[src/rtl/vexrv_clint_if.sv]
// rtl/vexrv_clint_if.sv - AXI-lite bus bundle between the data-bus crossbar and the CLINT
interface vexrv_clint_if #(
   parameter int ADDR_W = 32,
   parameter int DATA_W = 32
);
   localparam int STRB_W = DATA_W / 8;

   logic [ADDR_W-1:0] s_axil_awaddr;
   logic [2:0]        s_axil_awprot;
   logic              s_axil_awvalid;
   logic              s_axil_awready;
   logic [DATA_W-1:0] s_axil_wdata;
   logic [STRB_W-1:0] s_axil_wstrb;
   logic              s_axil_wvalid;
   logic              s_axil_wready;
   logic [1:0]        s_axil_bresp;
   logic              s_axil_bvalid;
   logic              s_axil_bready;
   logic [ADDR_W-1:0] s_axil_araddr;
   logic [2:0]        s_axil_arprot;
   logic              s_axil_arvalid;
   logic              s_axil_arready;
   logic [DATA_W-1:0] s_axil_rdata;
   logic [1:0]        s_axil_rresp;
   logic              s_axil_rvalid;
   logic              s_axil_rready;

   modport master (
      output s_axil_awaddr, s_axil_awprot, s_axil_awvalid, s_axil_wdata, s_axil_wstrb,
             s_axil_wvalid, s_axil_bready, s_axil_araddr, s_axil_arprot, s_axil_arvalid,
             s_axil_rready,
      input  s_axil_awready, s_axil_wready, s_axil_bresp, s_axil_bvalid, s_axil_arready,
             s_axil_rdata, s_axil_rresp, s_axil_rvalid
   );

   modport slave (
      input  s_axil_awaddr, s_axil_awprot, s_axil_awvalid, s_axil_wdata, s_axil_wstrb,
             s_axil_wvalid, s_axil_bready, s_axil_araddr, s_axil_arprot, s_axil_arvalid,
             s_axil_rready,
      output s_axil_awready, s_axil_wready, s_axil_bresp, s_axil_bvalid, s_axil_arready,
             s_axil_rdata, s_axil_rresp, s_axil_rvalid
   );
endinterface

[src/rtl/vexrv_clint.sv]
// rtl/vexrv_clint.sv - core-local interruptor: mtime, mtimecmp and msip behind an AXI-lite slave
module vexrv_clint #(
   parameter int ADDR_W   = 32,
   parameter int DATA_W   = 32,
   parameter int STRB_W   = DATA_W / 8,
   parameter int TICK_DIV = 1
) (
   input  logic         aclk,
   input  logic         aresetn,
   vexrv_clint_if.slave s_axil,
   output logic         timerInterrupt,
   output logic         softwareInterrupt
);

   typedef enum logic {WR_IDLE, WR_RESP} wr_state_t;
   typedef enum logic {RD_IDLE, RD_RESP} rd_state_t;

   localparam logic [13:0] OFF_MSIP    = 14'h0000;
   localparam logic [13:0] OFF_CMP_LO  = 14'h1000;
   localparam logic [13:0] OFF_CMP_HI  = 14'h1001;
   localparam logic [13:0] OFF_TIME_LO = 14'h2FFE;
   localparam logic [13:0] OFF_TIME_HI = 14'h2FFF;
   localparam logic [1:0]  RESP_OKAY   = 2'b00;
   localparam logic [1:0]  RESP_SLVERR = 2'b10;
   localparam int          PW          = (TICK_DIV > 1) ? $clog2(TICK_DIV) : 1;
   localparam logic [PW-1:0] PRESC_LAST = PW'(TICK_DIV - 1);

   wr_state_t         wr_state_q, wr_state_d;
   rd_state_t         rd_state_q, rd_state_d;
   logic              live_q;
   logic [1:0]        bresp_q, bresp_d;
   logic [1:0]        rresp_q, rresp_d;
   logic [31:0]       rdata_q, rdata_d;
   logic              msip_q, msip_d;
   logic [63:0]       mtimecmp_q, mtimecmp_d;
   logic [63:0]       mtime_q, mtime_d;
   logic [PW-1:0]     presc_q, presc_d;
   logic              timer_q;

   logic [ADDR_W-1:0] awaddr_w, araddr_w;
   logic [DATA_W-1:0] wdata_w;
   logic [STRB_W-1:0] wstrb_w;
   logic [13:0]       woff, roff;
   logic              wr_acc, rd_acc, tick;
   logic              unused_ok;

   assign awaddr_w = s_axil.s_axil_awaddr;
   assign araddr_w = s_axil.s_axil_araddr;
   assign wdata_w  = s_axil.s_axil_wdata;
   assign wstrb_w  = s_axil.s_axil_wstrb;
   assign woff     = awaddr_w[15:2];
   assign roff     = araddr_w[15:2];
   assign unused_ok = ^{s_axil.s_axil_awprot, s_axil.s_axil_arprot,
                        awaddr_w[ADDR_W-1:16], awaddr_w[1:0],
                        araddr_w[ADDR_W-1:16], araddr_w[1:0]};

   function automatic logic is_mapped(input logic [13:0] off);
      return (off == OFF_MSIP) || (off == OFF_CMP_LO) || (off == OFF_CMP_HI) ||
             (off == OFF_TIME_LO) || (off == OFF_TIME_HI);
   endfunction

   function automatic logic [31:0] merge_bytes(input logic [31:0] old_v,
                                               input logic [31:0] new_v,
                                               input logic [STRB_W-1:0] strb);
      logic [31:0] r;
      r = old_v;
      for (int b = 0; b < 4; b++) begin
         if (strb[b]) r[8*b +: 8] = new_v[8*b +: 8];
      end
      return r;
   endfunction

   // live_q keeps every ready low until the first clock after reset release.
   assign wr_acc = live_q && (wr_state_q == WR_IDLE) && s_axil.s_axil_awvalid && s_axil.s_axil_wvalid;
   assign rd_acc = live_q && (rd_state_q == RD_IDLE) && s_axil.s_axil_arvalid;
   assign tick   = (presc_q == PRESC_LAST);

   assign s_axil.s_axil_awready = wr_acc;
   assign s_axil.s_axil_wready  = wr_acc;
   assign s_axil.s_axil_bvalid  = (wr_state_q == WR_RESP);
   assign s_axil.s_axil_bresp   = bresp_q;
   assign s_axil.s_axil_arready = live_q && (rd_state_q == RD_IDLE);
   assign s_axil.s_axil_rvalid  = (rd_state_q == RD_RESP);
   assign s_axil.s_axil_rdata   = rdata_q;
   assign s_axil.s_axil_rresp   = rresp_q;
   assign timerInterrupt        = timer_q;
   assign softwareInterrupt     = msip_q;

   // Write FSM: accept AW and W together, then hold the response until bready.
   always_comb begin
      wr_state_d = wr_state_q;
      bresp_d    = bresp_q;
      case (wr_state_q)
         WR_IDLE: if (wr_acc) begin
            wr_state_d = WR_RESP;
            bresp_d    = is_mapped(woff) ? RESP_OKAY : RESP_SLVERR;
         end
         WR_RESP: if (s_axil.s_axil_bready) wr_state_d = WR_IDLE;
         default: wr_state_d = WR_IDLE;
      endcase
   end

   // Read FSM: capture data from current register state on accept, hold until rready.
   always_comb begin
      rd_state_d = rd_state_q;
      rdata_d    = rdata_q;
      rresp_d    = rresp_q;
      case (rd_state_q)
         RD_IDLE: if (rd_acc) begin
            rd_state_d = RD_RESP;
            rresp_d    = is_mapped(roff) ? RESP_OKAY : RESP_SLVERR;
            case (roff)
               OFF_MSIP:    rdata_d = {31'd0, msip_q};
               OFF_CMP_LO:  rdata_d = mtimecmp_q[31:0];
               OFF_CMP_HI:  rdata_d = mtimecmp_q[63:32];
               OFF_TIME_LO: rdata_d = mtime_q[31:0];
               OFF_TIME_HI: rdata_d = mtime_q[63:32];
               default:     rdata_d = 32'd0;
            endcase
         end
         RD_RESP: if (s_axil.s_axil_rready) rd_state_d = RD_IDLE;
         default: rd_state_d = RD_IDLE;
      endcase
   end

   // Register next state: prescaled mtime tick, overridden by bus writes to either mtime half.
   always_comb begin
      presc_d    = tick ? '0 : presc_q + 1'b1;
      mtime_d    = mtime_q + 64'(tick);
      mtimecmp_d = mtimecmp_q;
      msip_d     = msip_q;
      if (wr_acc) begin
         case (woff)
            OFF_MSIP:    if (wstrb_w[0]) msip_d = wdata_w[0];
            OFF_CMP_LO:  mtimecmp_d[31:0]  = merge_bytes(mtimecmp_q[31:0], wdata_w, wstrb_w);
            OFF_CMP_HI:  mtimecmp_d[63:32] = merge_bytes(mtimecmp_q[63:32], wdata_w, wstrb_w);
            OFF_TIME_LO: mtime_d = {mtime_q[63:32], merge_bytes(mtime_q[31:0], wdata_w, wstrb_w)};
            OFF_TIME_HI: mtime_d = {merge_bytes(mtime_q[63:32], wdata_w, wstrb_w), mtime_q[31:0]};
            default: ;
         endcase
      end
   end

   // State registers; the timer compare uses next-state values so it lands one clock after the change.
   always_ff @(posedge aclk or negedge aresetn) begin
      if (!aresetn) begin
         wr_state_q <= WR_IDLE;
         rd_state_q <= RD_IDLE;
         live_q     <= 1'b0;
         bresp_q    <= 2'b00;
         rresp_q    <= 2'b00;
         rdata_q    <= 32'd0;
         msip_q     <= 1'b0;
         mtimecmp_q <= 64'hFFFF_FFFF_FFFF_FFFF;
         mtime_q    <= 64'd0;
         presc_q    <= '0;
         timer_q    <= 1'b0;
      end else begin
         wr_state_q <= wr_state_d;
         rd_state_q <= rd_state_d;
         live_q     <= 1'b1;
         bresp_q    <= bresp_d;
         rresp_q    <= rresp_d;
         rdata_q    <= rdata_d;
         msip_q     <= msip_d;
         mtimecmp_q <= mtimecmp_d;
         mtime_q    <= mtime_d;
         presc_q    <= presc_d;
         timer_q    <= (mtime_d >= mtimecmp_d);
      end
   end

endmodule

[src/flat_wrapper.sv]
// flat-port wrapper written by rule: the top's interface ports become plain ports
module vexrv_clint_flat 
#(
   parameter int ADDR_W   = 32,
   parameter int DATA_W   = 32,
   parameter int STRB_W   = DATA_W / 8,
   parameter int TICK_DIV = 1
)
  (aclk, aresetn, timerInterrupt, softwareInterrupt, s_axil_s_axil_awaddr, s_axil_s_axil_awprot, s_axil_s_axil_awvalid, s_axil_s_axil_wdata, s_axil_s_axil_wstrb, s_axil_s_axil_wvalid, s_axil_s_axil_bready, s_axil_s_axil_araddr, s_axil_s_axil_arprot, s_axil_s_axil_arvalid, s_axil_s_axil_rready, s_axil_s_axil_awready, s_axil_s_axil_wready, s_axil_s_axil_bresp, s_axil_s_axil_bvalid, s_axil_s_axil_arready, s_axil_s_axil_rdata, s_axil_s_axil_rresp, s_axil_s_axil_rvalid);
  vexrv_clint_if #(.ADDR_W(ADDR_W), .DATA_W(DATA_W)) s_axil_i ();
  input  logic aclk;
  input  logic aresetn;
  output logic timerInterrupt;
  output logic softwareInterrupt;
  input wire logic [$bits(s_axil_i.s_axil_awaddr)-1:0] s_axil_s_axil_awaddr;
  input wire logic [$bits(s_axil_i.s_axil_awprot)-1:0] s_axil_s_axil_awprot;
  input wire logic [$bits(s_axil_i.s_axil_awvalid)-1:0] s_axil_s_axil_awvalid;
  input wire logic [$bits(s_axil_i.s_axil_wdata)-1:0] s_axil_s_axil_wdata;
  input wire logic [$bits(s_axil_i.s_axil_wstrb)-1:0] s_axil_s_axil_wstrb;
  input wire logic [$bits(s_axil_i.s_axil_wvalid)-1:0] s_axil_s_axil_wvalid;
  input wire logic [$bits(s_axil_i.s_axil_bready)-1:0] s_axil_s_axil_bready;
  input wire logic [$bits(s_axil_i.s_axil_araddr)-1:0] s_axil_s_axil_araddr;
  input wire logic [$bits(s_axil_i.s_axil_arprot)-1:0] s_axil_s_axil_arprot;
  input wire logic [$bits(s_axil_i.s_axil_arvalid)-1:0] s_axil_s_axil_arvalid;
  input wire logic [$bits(s_axil_i.s_axil_rready)-1:0] s_axil_s_axil_rready;
  output wire logic [$bits(s_axil_i.s_axil_awready)-1:0] s_axil_s_axil_awready;
  output wire logic [$bits(s_axil_i.s_axil_wready)-1:0] s_axil_s_axil_wready;
  output wire logic [$bits(s_axil_i.s_axil_bresp)-1:0] s_axil_s_axil_bresp;
  output wire logic [$bits(s_axil_i.s_axil_bvalid)-1:0] s_axil_s_axil_bvalid;
  output wire logic [$bits(s_axil_i.s_axil_arready)-1:0] s_axil_s_axil_arready;
  output wire logic [$bits(s_axil_i.s_axil_rdata)-1:0] s_axil_s_axil_rdata;
  output wire logic [$bits(s_axil_i.s_axil_rresp)-1:0] s_axil_s_axil_rresp;
  output wire logic [$bits(s_axil_i.s_axil_rvalid)-1:0] s_axil_s_axil_rvalid;
  assign s_axil_i.s_axil_awaddr = s_axil_s_axil_awaddr;
  assign s_axil_i.s_axil_awprot = s_axil_s_axil_awprot;
  assign s_axil_i.s_axil_awvalid = s_axil_s_axil_awvalid;
  assign s_axil_i.s_axil_wdata = s_axil_s_axil_wdata;
  assign s_axil_i.s_axil_wstrb = s_axil_s_axil_wstrb;
  assign s_axil_i.s_axil_wvalid = s_axil_s_axil_wvalid;
  assign s_axil_i.s_axil_bready = s_axil_s_axil_bready;
  assign s_axil_i.s_axil_araddr = s_axil_s_axil_araddr;
  assign s_axil_i.s_axil_arprot = s_axil_s_axil_arprot;
  assign s_axil_i.s_axil_arvalid = s_axil_s_axil_arvalid;
  assign s_axil_i.s_axil_rready = s_axil_s_axil_rready;
  assign s_axil_s_axil_awready = s_axil_i.s_axil_awready;
  assign s_axil_s_axil_wready = s_axil_i.s_axil_wready;
  assign s_axil_s_axil_bresp = s_axil_i.s_axil_bresp;
  assign s_axil_s_axil_bvalid = s_axil_i.s_axil_bvalid;
  assign s_axil_s_axil_arready = s_axil_i.s_axil_arready;
  assign s_axil_s_axil_rdata = s_axil_i.s_axil_rdata;
  assign s_axil_s_axil_rresp = s_axil_i.s_axil_rresp;
  assign s_axil_s_axil_rvalid = s_axil_i.s_axil_rvalid;
  vexrv_clint #(.ADDR_W(ADDR_W), .DATA_W(DATA_W), .STRB_W(STRB_W), .TICK_DIV(TICK_DIV)) u_core (.aclk(aclk), .aresetn(aresetn), .s_axil(s_axil_i), .timerInterrupt(timerInterrupt), .softwareInterrupt(softwareInterrupt));
endmodule
[config.mk]
export PLATFORM = sky130hd
export DESIGN_NAME = vexrv_clint_flat
export DESIGN_NICKNAME = d
export VERILOG_FILES = /design/src/rtl/vexrv_clint_if.sv /design/src/rtl/vexrv_clint.sv /design/src/flat_wrapper.sv
export SDC_FILE = /design/constraint.sdc
export NUM_CORES = 1
export LEC_CHECK = 0
export BUFFER_PORTS_ARGS = -buffer_cell sky130_fd_sc_hd__buf_2
export CORE_MARGIN = 4
export CORE_UTILIZATION = 57
export DETAILED_ROUTE_END_ITERATION = 7
export PLACE_DENSITY = 0.8
export SLEW_MARGIN = 10
export SYNTH_ARGS = -nofsm -noshare
export SYNTH_HDL_FRONTEND = slang
export SYNTH_SLANG_ARGS = --single-unit
[constraint.sdc]
create_clock -name aclk -period 5.3 [get_ports aclk]
set_input_delay 0.265 -clock aclk [delete_from_list [all_inputs] [get_ports aclk]]
set_output_delay 0.265 -clock aclk [all_outputs]
set_load 0.02 [all_outputs]
==> Word-level counts from Yosys, hierarchy flattened <==
Cells that the tools add are included.
{ "classes": {"add_sub_neg": 2, "mul": 0, "div": 0, "magnitude_cmp": 1, "n_eq_ne": 8, "shift": 0, "n_mux": 31, "bitwise": 3, "n_reduce_logical": 18} }
{ "op_table": {"columns": ["op", "n"], "rows": [
  ["$pmux 32 s5", 1],
  ["$mux 64", 2],
  ["$mux 8", 16],
  ["$pmux 64 s2", 1],
  ["$add 64x1->64", 1],
  ["$ge 64x64->1", 1],
  ["$mux 32", 2],
  ["$eq 14x13->1 const B", 4],
  ["$eq 14x14->1 const B", 4],
  ["$logic_not 14->1", 2],
  ["$logic_or 1x1->1", 8],
  ["$logic_and 1x1->1", 5],
  ["$mux 1", 5],
  ["$mux 2", 2],
  ["$pmux 1 s2", 2],
  ["$reduce_and 2->1", 2],
  ["$not 1->1", 3],
  ["$reduce_and 3->1", 1],
  ["$add 1x1->1 const B", 1]
]} }
{ "word_totals": {"ff_bits": 170, "latch_bits": 0, "mem_bits_rw": 0, "mem_bits_ro": 0, "n_memories": 0} }

==> Longest topological paths before layout <==
Gate-level depths: netlist of run 1.
{ "logic_depth": {"word_depth": 6, "ltp_mapped": 17, "mapped_depth_nobuf": 14} }

==> Worst setup path after synthesis of run 1 <==
Ideal clock, no wire load.
{ "synth_timing": {"path_kind": "register to register", "start": "register u_core.wr_state_q, in the netlist u_core.s_axil.s_axil_bvalid", "end": "register u_core.timer_q, in the netlist u_core.timerInterrupt", "setup_ps": 151, "t_arrival_ps": 3463, "slack_ps": 1686, "path_stages_with_launch": 18, "n_path_buf": 3, "path_cell_list": "dfrtp_1 -> inv_1 -> nand4_2 -> inv_2 -> and3_1 -> clkbuf_1 -> and2_0 -> clkbuf_1 -> nand2_1 -> buf_2 -> mux2i_1 -> ha_1 -> a211oi_1 -> nor2_1 -> a2111oi_0 -> o21ai_0 -> a221oi_1 -> o311ai_0"} }
{ "synth_between": {"elab_chain_len": 6} }
{ "synth_lines": {"columns": ["item", "line_no", "text"], "rows": [
  ["start: declaration", "vexrv_clint.sv:28", "wr_state_t wr_state_q, wr_state_d;"],
  ["start signal: assignment", "vexrv_clint.sv:159", "wr_state_q <= wr_state_d;"],
  ["$not 1->1 *", "vexrv_clint.sv:74", "assign wr_acc = live_q && (wr_state_q == WR_IDLE) && s_axil.s_axil_awvalid && s_axil.s_axil_wvalid;"],
  ["$logic_and 1x1->1 * (3 in series)", "vexrv_clint.sv:74", null],
  ["named net s_axil_s_axil_awready", "flat_wrapper.sv:26", "output wire logic [$bits(s_axil_i.s_axil_awready)-1:0] s_axil_s_axil_awready;"],
  ["$mux 64", "vexrv_clint.sv:132", "if (wr_acc) begin"],
  ["$ge 64x64->1 *", "vexrv_clint.sv:169", "timer_q <= (mtime_d >= mtimecmp_d);"],
  ["end signal: assignment", "vexrv_clint.sv:169", null],
  ["end: declaration", "vexrv_clint.sv:38", "logic timer_q;"]
]} }
The timed path passes the listed nets; every way through them passes the cells marked *.
A chain may end at the register's enable or synchronous reset.

==> Worst setup path after layout of run 1 <==
{ "layout_timing": {"start": "register u_core.mtime_q[0]", "end": "register u_core.timer_q, in the netlist u_core.timerInterrupt"} }
{ "layout_between": {"elab_chain_len": 4} }
{ "layout_lines": {"columns": ["item", "line_no", "text"], "rows": [
  ["start: declaration", "vexrv_clint.sv:36", "logic [63:0] mtime_q, mtime_d;"],
  ["start signal: assignment", "vexrv_clint.sv:167", "mtime_q <= mtime_d;"],
  ["$add 64x1->64 *", "vexrv_clint.sv:129", "mtime_d = mtime_q + 64'(tick);"],
  ["$pmux 64 s2", "vexrv_clint.sv:133", "case (woff)"],
  ["$mux 64 *", "vexrv_clint.sv:132", null],
  ["named net u_core.mtime_d[62]", "vexrv_clint.sv:36", null],
  ["$ge 64x64->1 *", "vexrv_clint.sv:169", null]
]} }
Marks and branches as above.

==> reports/qor.csv, run 1 <==
metric;value;unit
outcome;completed;
number of register bits inferred by synthesis;167;
cell-internal power;2.225;mW
Comb pwr share;12.0;%
number of top-level design ports;156;
fraction of power spent switching nets;27.46;%
Final Hold Violating Endpoints;0;
vertical die dimension;145.3;µm
GRT overflow;0;
number of clock sinks seen by CTS;167;
Pwr Density;251.8;mW/mm²
synthesized instance count;1145;
clock root cell;sky130_fd_sc_hd__clkbuf_16;
count of non-filler cells in the finished layout;1487;
Mapped Area;0.01074;mm²
number of buffers created by CTS;17;
fraction of layout cells with a size suffix above 1;26.39;%
multi-input gate area in the final layout;0.006088;mm²
Total Die Area;0.02110;mm²
signal arrival time at the worst endpoint;5.08;ns
# resized after CTS;0;
Max Slew Vio Count;0;
Detailed Route Iter0 Violations;1514;
pin slew with the least headroom to its limit;1.004;ns
worst slew margin relative to its limit;32.89;%
drt wl/cell;22.86;µm
Bufs on Longest Clock Path;2;
unrepaired setup endpoints after global routing;no;
via count;10050;
count of yosys warnings during synthesis;0;
initial antenna violation count;1;
Worst Hold Class;input pin to flop;
proportion of synthesized flip-flops having asynchronous set or reset;100.0;%
Clk pwr share;42.6;%
type of the worst setup path;flop to flop;
startpoint class of the critical path;flop;
library cell with the highest instance count after synthesis;sky130_fd_sc_hd__nor2_1;
count of placed standard cells including taps;1454;
antenna diode count;0;
Avg Vias per Cell;6.759;
Final nets;1423;
HPWL Detailed;24340;µm
most area-hungry cell type in the Yosys netlist;sky130_fd_sc_hd__dfrtp_1;
synth-to-layout area growth;13.43;%
worst setup skew after layout;0.01187;ns
share of total power in sequential cells;45.4;%
number of buffer cells added on primary ports;111;
area of all sequential standard cells;0.004259;mm²
first-pass GRT wire length;53700;µm
post-synthesis sequential area ratio;39.66;%
CP max FO;11;
endpoint kind of the worst setup timing path;flop;
final setup violation count;0;
RePlAce Congestion;0.9884;
Synth cell types;74;
overall power of the completed layout;3.068;mW
source of the worst register-to-register timing path;u_core.mtime_q[0]$_DFF_PN0_;
post-synthesis area per instance;9.380;µm²
most common library cells after synthesis;117 x sky130_fd_sc_hd__nor2_1, 103 x sky130_fd_sc_hd__dfrtp_1, 99 x sky130_fd_sc_hd__nand2_1, 85 x sky130_fd_sc_hd__a21oi_1, 71 x sky130_fd_sc_hd__mux2_2;
proportion of netlist area held by the largest area contributor;24.00;%
initial cell density of the core;58.79;%
pin count of the biggest net entering global routing;65;
Synth area leaders;sky130_fd_sc_hd__dfrtp_1 24%, sky130_fd_sc_hd__dfstp_2 16%, sky130_fd_sc_hd__ha_1 7.6%;
worst path required time;5.56;ns
total detailed-routing wirelength;34000;µm
count of maximum capacitance violations;0;
length of the first detailed-routing pass in iterations;6;
Fill cells;1486;
Core Rows;49;
ratio of final minimum period to clock period;90.88;%
DRC viols;0;
critical path launch point;u_core.mtime_q[0]$_DFF_PN0_;
most common flop cell mapped by yosys;sky130_fd_sc_hd__dfrtp_1;
total global-route track usage;31.60;%
Hold Path Origin;s_axil_s_axil_bready;
DRT antenna net count;0;
LEAKAGE;5.471;nW
Peak VDD IR;0.2217;mV
number of enable flip-flop cells after synthesis;0;
switching power of the nets;842.4;µW
maximum clock frequency;0.2076;GHz
Skew-Pair Late Insertion Delay;0.44;ns
Core Util, Final;66.68;%
Core ar.;0.01827;mm²
Post-Route Setup TNS;0;ns
clock transition time at the flip-flop clock pins of the worst setup and hold paths;0.07;ns
number of H-tree levels;4;
minimum period implied by the final worst setup slack;4.817;ns
via count of the first global-routing pass;9454;
clock tree from TritonCTS;built;
Horiz. Die Dim;145.3;µm
[power by group through the flow]
stage,Combinational (mW),Clock [mW],Sequential (mW)
detailed placement,0.362,0,1.41
floorplan,0.182,0,1.42
CTS,0.365,1.32,1.39
global placement,0.352,0,1.41
finish,0.368,1.31,1.39
global route,0.402,1.37,1.40
[path summary, 6_finish.rpt]
kind | to | slack [ns] | depth (start not counted)
max | u_core.timerInterrupt$_DFF_PN0_ | 0.48 | 17
max reg2reg | u_core.timerInterrupt$_DFF_PN0_ | 0.48 | 17
min | u_core.s_axil.s_axil_bvalid$_DFF_PN0_ | 0.02 | 2
max in group asynchronous | u_core.mtime_q[58]$_DFF_PN0_ | 3.67 | 3
min reg2reg | u_core.s_axil.s_axil_rdata[21]$_DFFE_PN0P_ | 0.48 | 2
min in group asynchronous | u_core.s_axil.s_axil_rdata[11]$_DFFE_PN0P_ | 0.39 | 2
[stage by stage]
step / hold WS, ns / worst slack [ns] / area (µm²)
final: 0.02433 / 0.4835 / 12180
after global routing: 0.03407 / 0.2593 / 12180
after CTS: 0.01563 / 0.6621 / 12180
after detailed placement: 0.2887 / 0.6882 / 11560
after global placement: 0.2919 / 0.6897 / 11560
after floorplan: -0.03059 / 1.686 / 10740
[timing repair]
item                                   4_1_cts  5_1_grt
hold buffers                                 1        0
endpoints found under the hold margin       43        0
buffers inserted                             0        0
setup endpoints to repair                    0        0
[sequential cells by signal, indices dropped and copies added (netlist names)]
name	count
u_core.mtime_q	64
u_core.mtimecmp_q	64
u_core.s_axil.s_axil_rdata	32
u_core.live_q	1
u_core.s_axil.s_axil_bresp	1
u_core.s_axil.s_axil_bvalid	1
u_core.s_axil.s_axil_rresp	1
u_core.s_axil.s_axil_rvalid	1
u_core.softwareInterrupt	1
u_core.timerInterrupt	1
[layout make-up]
class                      instances  share of cell area, %
clock buffer                      24                  4.118
clock inverter                     8                 0.9140
inverter                          45                  1.386
multi-input combinational        876                  49.97
sequential                       167                  34.96
tap                              229                  2.352
timing repair buffer             138                  6.296
[cell usage in the layout (no fill, tap or decap), drive strengths merged, types with 48 or more instances in the layout]
master and instances:
ha 65, nand2 99, mux2 71, o21ai 48
dfstp 64, inv 48, buf 137, dfrtp 103
a21oi 85, nor2 118, mux2i 58
[layer usage]
metal / vias to the layer above / share of wire (%) / GRT usage, %
li1: 4526 / - / -
met5: - / 0.035 / 0
met1: 4896 / 44 / 45.50
met4: 2 / 2.3 / 8.357
met2: 561 / 45 / 48.56
met3: 65 / 8.8 / 7.109
[cell families after synthesis]
kind of cell | Yosys count | share of synthesized area (%)
simple gates | 398 | 18.31
compound gates | 279 | 17.49
flops | 167 | 39.66
mux | 129 | 12.85
buf+inv | 103 | 3.891
fa+ha+maj | 65 | 7.572
other cells | 2 | 0.06992
xor+xnor | 2 | 0.1631
[worst max-delay path, stage by stage, from the launching register on]
cell,delay [ns]
sky130_fd_sc_hd__dfrtp_1,0.52
sky130_fd_sc_hd__ha_1,0.30
sky130_fd_sc_hd__nand4_1,0.20
sky130_fd_sc_hd__nor4_2,0.18
sky130_fd_sc_hd__buf_4,0.20
sky130_fd_sc_hd__nand4_1,0.37
sky130_fd_sc_hd__nor3_2,0.33
sky130_fd_sc_hd__buf_4,0.25
sky130_fd_sc_hd__and3_1,0.18
sky130_fd_sc_hd__o21ai_0,0.13
sky130_fd_sc_hd__ha_1,0.34
sky130_fd_sc_hd__nand4_1,0.20
sky130_fd_sc_hd__nor4_1,0.48
sky130_fd_sc_hd__buf_4,0.20
sky130_fd_sc_hd__nand4_1,0.16
sky130_fd_sc_hd__nor4_1,0.32
sky130_fd_sc_hd__a221oi_1,0.11
sky130_fd_sc_hd__o311ai_0,0.16
No activity file was read; power rests on OpenSTA's default activity.
==> inputs of run 2 (changes only) <==
==> constraint.sdc (replaced) <==
create_clock -name aclk -period 4.8 [get_ports aclk]
set_input_delay 0.24 -clock aclk [delete_from_list [all_inputs] [get_ports aclk]]
set_output_delay 0.24 -clock aclk [all_outputs]
set_load 0.02 [all_outputs]
==> reports/qor.csv, run 2 (synthesis results as in run 1) <==
metric;value;unit;change
outcome;finished with violations;;
violated checks;design-rule violations;;
first-pass GRT wire length;54320;µm;+1.2%
Comb pwr share;12.0;%;about the same
DRC viols;1;;+1
initial cell density of the core;58.79;%;unchanged
least setup slack across all paths after layout;0.2943;ns;-0.1892 ns
Total Die Area;0.02110;mm²;unchanged
Pwr Density;274.7;mW/mm²;+9.1%
Bufs on Longest Clock Path;2;;unchanged
number of top-level design ports;156;;unchanged
unrepaired setup endpoints after global routing;no;;
Max Slew Vio Count;0;;unchanged
maximum clock frequency;0.2219;GHz;+6.9%
minimum setup slack among reg-to-reg paths;0.29;ns;-0.19 ns
CP max FO;8;;-3
placement-stage worst setup slack;0.4098;ns;-0.2784 ns
fraction of layout cells with a size suffix above 1;26.55;%;+0.15 points
signal arrival time at the worst endpoint;4.83;ns;-0.25 ns
startpoint class of the critical path;flop;;
synth-to-layout area growth;13.68;%;
Avg Vias per Cell;6.846;;+1.3%
Fin Hold WS;0.009631;ns;-0.01470 ns
Core Rows;49;;unchanged
count of placed standard cells including taps;1457;;+0.21%
number of clock sinks seen by CTS;167;;unchanged
count of maximum capacitance violations;0;;unchanged
worst hold stages;2;;unchanged
number of buffers created by CTS;17;;unchanged
worst path bufs/invs;1;;-2
Worst Hold Class;input pin to flop;;
number of H-tree levels;4;;unchanged
Slowest Stage Delay on Critical Path;0.59;ns;+0.07 ns
type of the worst setup path;flop to flop;;
most frequent cells in the layout;115 x sky130_fd_sc_hd__nor2_1, 110 x sky130_fd_sc_hd__buf_2, 103 x sky130_fd_sc_hd__dfrtp_1;;
Horiz. Die Dim;145.3;µm;unchanged
worst setup skew after layout;0.009762;ns;-0.002109 ns
worst path required time;5.12;ns;-0.44 ns
worst slew margin relative to its limit;32.28;%;-0.62 points
Fill cells;1482;;-0.27%
WP depth;14;;-3
Peak VDD IR;0.2374;mV;+7.1%
final setup violation count;0;;unchanged
cell-internal power;2.447;mW;+10%
pin count of the biggest net entering global routing;86;;+32%
cell type of the slowest stage on the worst timing path;sky130_fd_sc_hd__or4_4;;
ratio of final minimum period to clock period;93.87;%;+3.0 points
CP delay by family, top;simple AND/OR/NAND/NOR gates;;
endpoint kind of the worst setup timing path;flop;;
most common library cell in the layout ignoring fill and taps;sky130_fd_sc_hd__nor2_1;;
multi-input gate area in the final layout;0.006095;mm²;+0.10%
HPWL Detailed;23870;µm;-1.9%
vertical die dimension;145.3;µm;unchanged
Detailed Route Iter0 Violations;1351;;-11%
clock root cell;sky130_fd_sc_hd__clkbuf_16;;
Core ar.;0.01827;mm²;unchanged
total global-route track usage;31.81;%;+0.20 points
reg2reg path depth;14;;-3
Clk pwr share;42.1;%;-0.5 points
clock transition time at the flip-flop clock pins of the worst setup and hold paths;0.07;ns;about the same
RePlAce Congestion;0.9819;;-0.66%
clock tree from TritonCTS;built;;
GRT overflow;0;;unchanged
drt wl/cell;22.89;µm;+0.13%
antenna diode count;0;;unchanged
area of all sequential standard cells;0.004259;mm²;unchanged
share of total power in sequential cells;45.8;%;+0.4 points
Core Util, Final;66.83;%;+0.14 points
Final nets;1427;;+0.28%
DRT antenna net count;0;;unchanged
Final Hold Violating Endpoints;0;;unchanged
LEAKAGE;5.476;nW;about the same
via count;10210;;+1.6%
fraction of power spent switching nets;27.05;%;-0.41 points
Post-Route Setup TNS;0;ns;unchanged
total detailed-routing wirelength;34130;µm;+0.40%
number of buffer cells added on primary ports;111;;unchanged
switching power of the nets;907.1;µW;+7.7%
critical-path cell list;nand2_1 > or3_4 > or4_4 > nor4_4 > a211oi_1 > a311oi_2 > ha_1 > nand4_1 > nor4_1 > buf_4 > nand4_1 > nor4_1 > a221oi_1 > o311ai_0;;
Skew-Pair Late Insertion Delay;0.43;ns;about the same
post-route cell area;0.01221;mm²;+0.22%
length of the first detailed-routing pass in iterations;8;;+2
overall power of the completed layout;3.354;mW;+9.3%
cell area after placement;0.01158;mm²;+0.20%
via count of the first global-routing pass;9731;;+2.9%
pin slew with the least headroom to its limit;1.013;ns;+0.009222 ns
minimum period implied by the final worst setup slack;4.506;ns;-0.3108 ns
count of non-filler cells in the finished layout;1491;;+0.27%
initial antenna violation count;1;;unchanged
run 2: changes by cell type in the layout (fill, tap and decap cells not counted), sizes merged:
cell / previous run / this run
buf: 137 / 140
dlygate4sd3: 1 / 2
clkinv: 2 / 6
clkinvlp: 1 / 2
bufinv: 2 / 3
inv: 48 / 45
clkbuf: 24 / 21
run 2: area by class of cell:
type / instances / area share, %
multi-input combinational: 876 / 49.92
sequential: 167 / 34.88
timing repair buffer: 142 / 6.548
clock buffer: 21 / 3.689
tap: 229 / 2.347
inverter: 45 / 1.383
clock inverter: 11 / 1.230
run 2: routing by layer:
layer  vias up  wire length (µm)  GRT usage [%]
met1      4927             14550          45.96
met4         2              1045          11.11
li1       4544                 -              -
met2       640             15300          47.96
met3        94              3237          6.392
met5         -                 7              0
run 2: worst paths after layout:
| kind | startpoint | endpoint |
|---|---|---|
| max | u_core.mtime_q[7]$_DFF_PN0_ | u_core.timerInterrupt$_DFF_PN0_ |
| min | s_axil_s_axil_rready | u_core.s_axil.s_axil_rvalid$_DFF_PN0_ |
| max reg2reg | u_core.mtime_q[7]$_DFF_PN0_ | u_core.timerInterrupt$_DFF_PN0_ |
| min reg2reg | u_core.s_axil.s_axil_rdata[17]$_DFFE_PN0P_ | u_core.s_axil.s_axil_rdata[17]$_DFFE_PN0P_ |
| max in group asynchronous | aresetn | u_core.s_axil.s_axil_rdata[28]$_DFFE_PN0P_ |
| min in group asynchronous | aresetn | u_core.s_axil.s_axil_rdata[11]$_DFFE_PN0P_ |
run 2: power groups by stage:
stage	clock, mW	combinational, mW	sequential (mW)
detailed placement	0	0.395	1.55
floorplan	0	0.201	1.57
global placement	0	0.389	1.55
finish	1.41	0.403	1.54
CTS	1.43	0.400	1.53
global route	1.48	0.448	1.55
run 2: timing repair:
action	in CTS	in global routing
endpoints found under the hold margin	52	0
setup endpoints to repair	0	1
gates resized for setup	0	1
buffers inserted	0	0
hold buffers	2	0
==> inputs of run 3 (changes only) <==
--- a/config.mk
+++ b/config.mk
@@ -5,7 +5,7 @@
 export SDC_FILE = /design/constraint.sdc
 export NUM_CORES = 1
 export LEC_CHECK = 0
-export BUFFER_PORTS_ARGS = -buffer_cell sky130_fd_sc_hd__buf_2
+export BUFFER_PORTS_ARGS = -buffer_cell sky130_fd_sc_hd__buf_4
 export CORE_MARGIN = 4
 export CORE_UTILIZATION = 57
 export DETAILED_ROUTE_END_ITERATION = 7
==> reports/qor.csv, run 3 (synthesis results as in run 1) <==
metric;value;unit;change
outcome;completed;;
post-route cell area;0.01248;mm²;+2.2%
count of non-filler cells in the finished layout;1489;;-0.13%
Total Die Area;0.02110;mm²;unchanged
drt wl/cell;22.97;µm;+0.32%
count of maximum capacitance violations;0;;unchanged
worst slew margin relative to its limit;29.50;%;-2.8 points
via count;10110;;-0.99%
Core ar.;0.01827;mm²;unchanged
clock root cell;sky130_fd_sc_hd__clkbuf_16;;
reg2reg path depth;14;;unchanged
number of buffer cells added on primary ports;111;;unchanged
total global-route track usage;31.95;%;+0.15 points
initial antenna violation count;0;;-1
LEAKAGE;5.534;nW;+1.1%
length of the first detailed-routing pass in iterations;6;;-2
worst hold stages;2;;unchanged
endpoint kind of the worst setup timing path;flop;;
DRT antenna net count;0;;unchanged
first-pass GRT wire length;54390;µm;+0.14%
Avg Vias per Cell;6.787;;-0.86%
unrepaired setup endpoints after global routing;no;;
CP max FO;8;;unchanged
minimum period implied by the final worst setup slack;4.519;ns;+0.01330 ns
pin count of the biggest net entering global routing;64;;-26%
buffer count from post-CTS setup fixing;0;;unchanged
Core Rows;49;;unchanged
clock transition time at the flip-flop clock pins of the worst setup and hold paths;0.07;ns;about the same
Post-Route Setup TNS;0;ns;unchanged
number of H-tree levels;4;;unchanged
Hold Path Origin;s_axil_s_axil_wdata[19];;
CP delay by family, top;simple AND/OR/NAND/NOR gates;;
Slowest Stage Delay on Critical Path;0.60;ns;about the same
ratio of final minimum period to clock period;94.15;%;+0.28 points
minimum setup slack among reg-to-reg paths;0.28;ns;about the same
overall power of the completed layout;3.392;mW;+1.1%
number of top-level design ports;156;;unchanged
destination of the worst register-to-register timing path;u_core.timerInterrupt$_DFF_PN0_;;
Pwr Density;271.8;mW/mm²;-1.1%
final setup violation count;0;;unchanged
startpoint class of the critical path;flop;;
Worst Hold Class;input pin to flop;;
Horiz. Die Dim;145.3;µm;unchanged
cell type of the slowest stage on the worst timing path;sky130_fd_sc_hd__or4_4;;
Max Slew Vio Count;0;;unchanged
Fin Hold WS;0.08535;ns;+0.07571 ns
GRT overflow;0;;unchanged
Bufs on Longest Clock Path;2;;unchanged
Worst Hold Endpoint;u_core.mtimecmp_q[19]$_DFF_PN1_;;
signal arrival time at the worst endpoint;4.85;ns;+0.02 ns
most common library cell in the layout ignoring fill and taps;sky130_fd_sc_hd__buf_4;;
most frequent cells in the layout;135 x sky130_fd_sc_hd__buf_4, 115 x sky130_fd_sc_hd__nor2_1, 103 x sky130_fd_sc_hd__dfrtp_1;;
antenna diode count;0;;unchanged
Detailed Route Iter0 Violations;1394;;+3.2%
RePlAce Congestion;0.9880;;+0.62%
DRC viols;0;;-1
Peak VDD IR;0.2516;mV;+5.9%
critical-path cell list;nand2_1 > or3_4 > or4_4 > nor4_4 > a211oi_1 > a311oi_1 > ha_1 > nand4_1 > nor4_2 > buf_4 > nand4_1 > nor4_1 > a221oi_1 > o311ai_0;;
worst setup skew after layout;0.009451;ns;-0.0003111 ns
worst path bufs/invs;1;;unchanged
fraction of layout cells with a size suffix above 1;26.59;%;+0.042 points
synth-to-layout area growth;16.19;%;
initial cell density of the core;58.79;%;unchanged
cell area after placement;0.01185;mm²;+2.3%
number of buffers created by CTS;17;;unchanged
source of the worst register-to-register timing path;u_core.mtime_q[7]$_DFF_PN0_;;
count of placed standard cells including taps;1454;;-0.21%
total detailed-routing wirelength;34200;µm;+0.18%
vertical die dimension;145.3;µm;unchanged
most frequent CP cell;sky130_fd_sc_hd__nand4_1;;
Final nets;1425;;-0.14%
via count of the first global-routing pass;9875;;+1.5%
HPWL Detailed;24090;µm;+0.91%
worst path required time;5.13;ns;about the same
clock tree from TritonCTS;built;;
pin slew with the least headroom to its limit;1.055;ns;+0.04152 ns
maximum clock frequency;0.2213;GHz;-0.29%
number of clock sinks seen by CTS;167;;unchanged
type of the worst setup path;flop to flop;;
Final Hold Violating Endpoints;0;;unchanged
Skew-Pair Late Insertion Delay;0.44;ns;about the same
==> run 3: final cells by class <==
| class | instances | area [µm²] |
|---|---|---|
| clock inverter | 13 | 146.4 |
| sequential | 167 | 4259 |
| fill | 1495 | 5791 |
| inverter | 45 | 168.9 |
| tap | 229 | 286.5 |
| multi-input combinational | 876 | 6101 |
| timing repair buffer | 140 | 1075 |
| clock buffer | 19 | 442.9 |
==> run 3: how the worst max path moves through the flow <==
stage | from | slack [ns] | depth (start not counted) | endpoint
final | u_core.mtime_q[7]$_DFF_PN0_ | 0.28 | 14 | u_core.timerInterrupt$_DFF_PN0_
after global routing | u_core.mtime_q[21]$_DFF_PN0_ | 0.11 | 14 | u_core.timerInterrupt$_DFF_PN0_
after CTS | u_core.mtime_q[7]$_DFF_PN0_ | 0.34 | 14 | u_core.timerInterrupt$_DFF_PN0_
after detailed placement | u_core.mtime_q[21]$_DFF_PN0_ | 0.37 | 14 | u_core.timerInterrupt$_DFF_PN0_
after global placement | u_core.mtime_q[7]$_DFF_PN0_ | 0.51 | 14 | u_core.timerInterrupt$_DFF_PN0_
after floorplan | u_core.s_axil.s_axil_bvalid$_DFF_PN0_ | 1.19 | 17 | u_core.timerInterrupt$_DFF_PN0_
==> run 3: what timing repair did <==
| action | CTS | global route |
|---|---|---|
| gates resized for setup | 0 | 2 |
| endpoints found under the setup margin | 0 | 1 |
| endpoints found under the hold margin | 33 | 0 |
| hold buffers | 3 | 0 |
==> run 3: routing by layer <==
layer | wire length (µm) | up-vias | global-route usage (%) | share of wire (%)
met5 | 0 | - | 0 | 0
met4 | 1066 | 0 | 12.68 | 3.1
met3 | 3572 | 93 | 7.141 | 10
met2 | 15450 | 623 | 49.01 | 45
met1 | 14110 | 4851 | 44.30 | 41
li1 | - | 4539 | - | -
==> run 3: worst register-to-register path: stages (launching register included) <==
cell	delay (ns)
sky130_fd_sc_hd__dfrtp_1	0.50
sky130_fd_sc_hd__nand2_1	0.28
sky130_fd_sc_hd__or3_4	0.40
sky130_fd_sc_hd__or4_4	0.60
sky130_fd_sc_hd__nor4_4	0.38
sky130_fd_sc_hd__a211oi_1	0.14
sky130_fd_sc_hd__a311oi_1	0.37
sky130_fd_sc_hd__ha_1	0.22
sky130_fd_sc_hd__nand4_1	0.23
sky130_fd_sc_hd__nor4_2	0.41
sky130_fd_sc_hd__buf_4	0.18
sky130_fd_sc_hd__nand4_1	0.17
sky130_fd_sc_hd__nor4_1	0.33
sky130_fd_sc_hd__a221oi_1	0.12
sky130_fd_sc_hd__o311ai_0	0.11
==> run 3: through the flow <==
stage                     utilization [%]  worst slack [ns]
after CTS                           68.24            0.3410
after detailed placement            64.85            0.3735
after global placement              64.85            0.5133
after floorplan                         -             1.186
final                               68.31            0.2810
after global routing                68.31            0.1064
==> run 3: power breakdown <==
group	internal (mW)	switching, mW	leakage (nW)	total [mW]
combinational	0.179	0.264	3.33	0.443
clock	0.787	0.622	0.273	1.41
sequential	1.47	0.0727	1.93	1.54
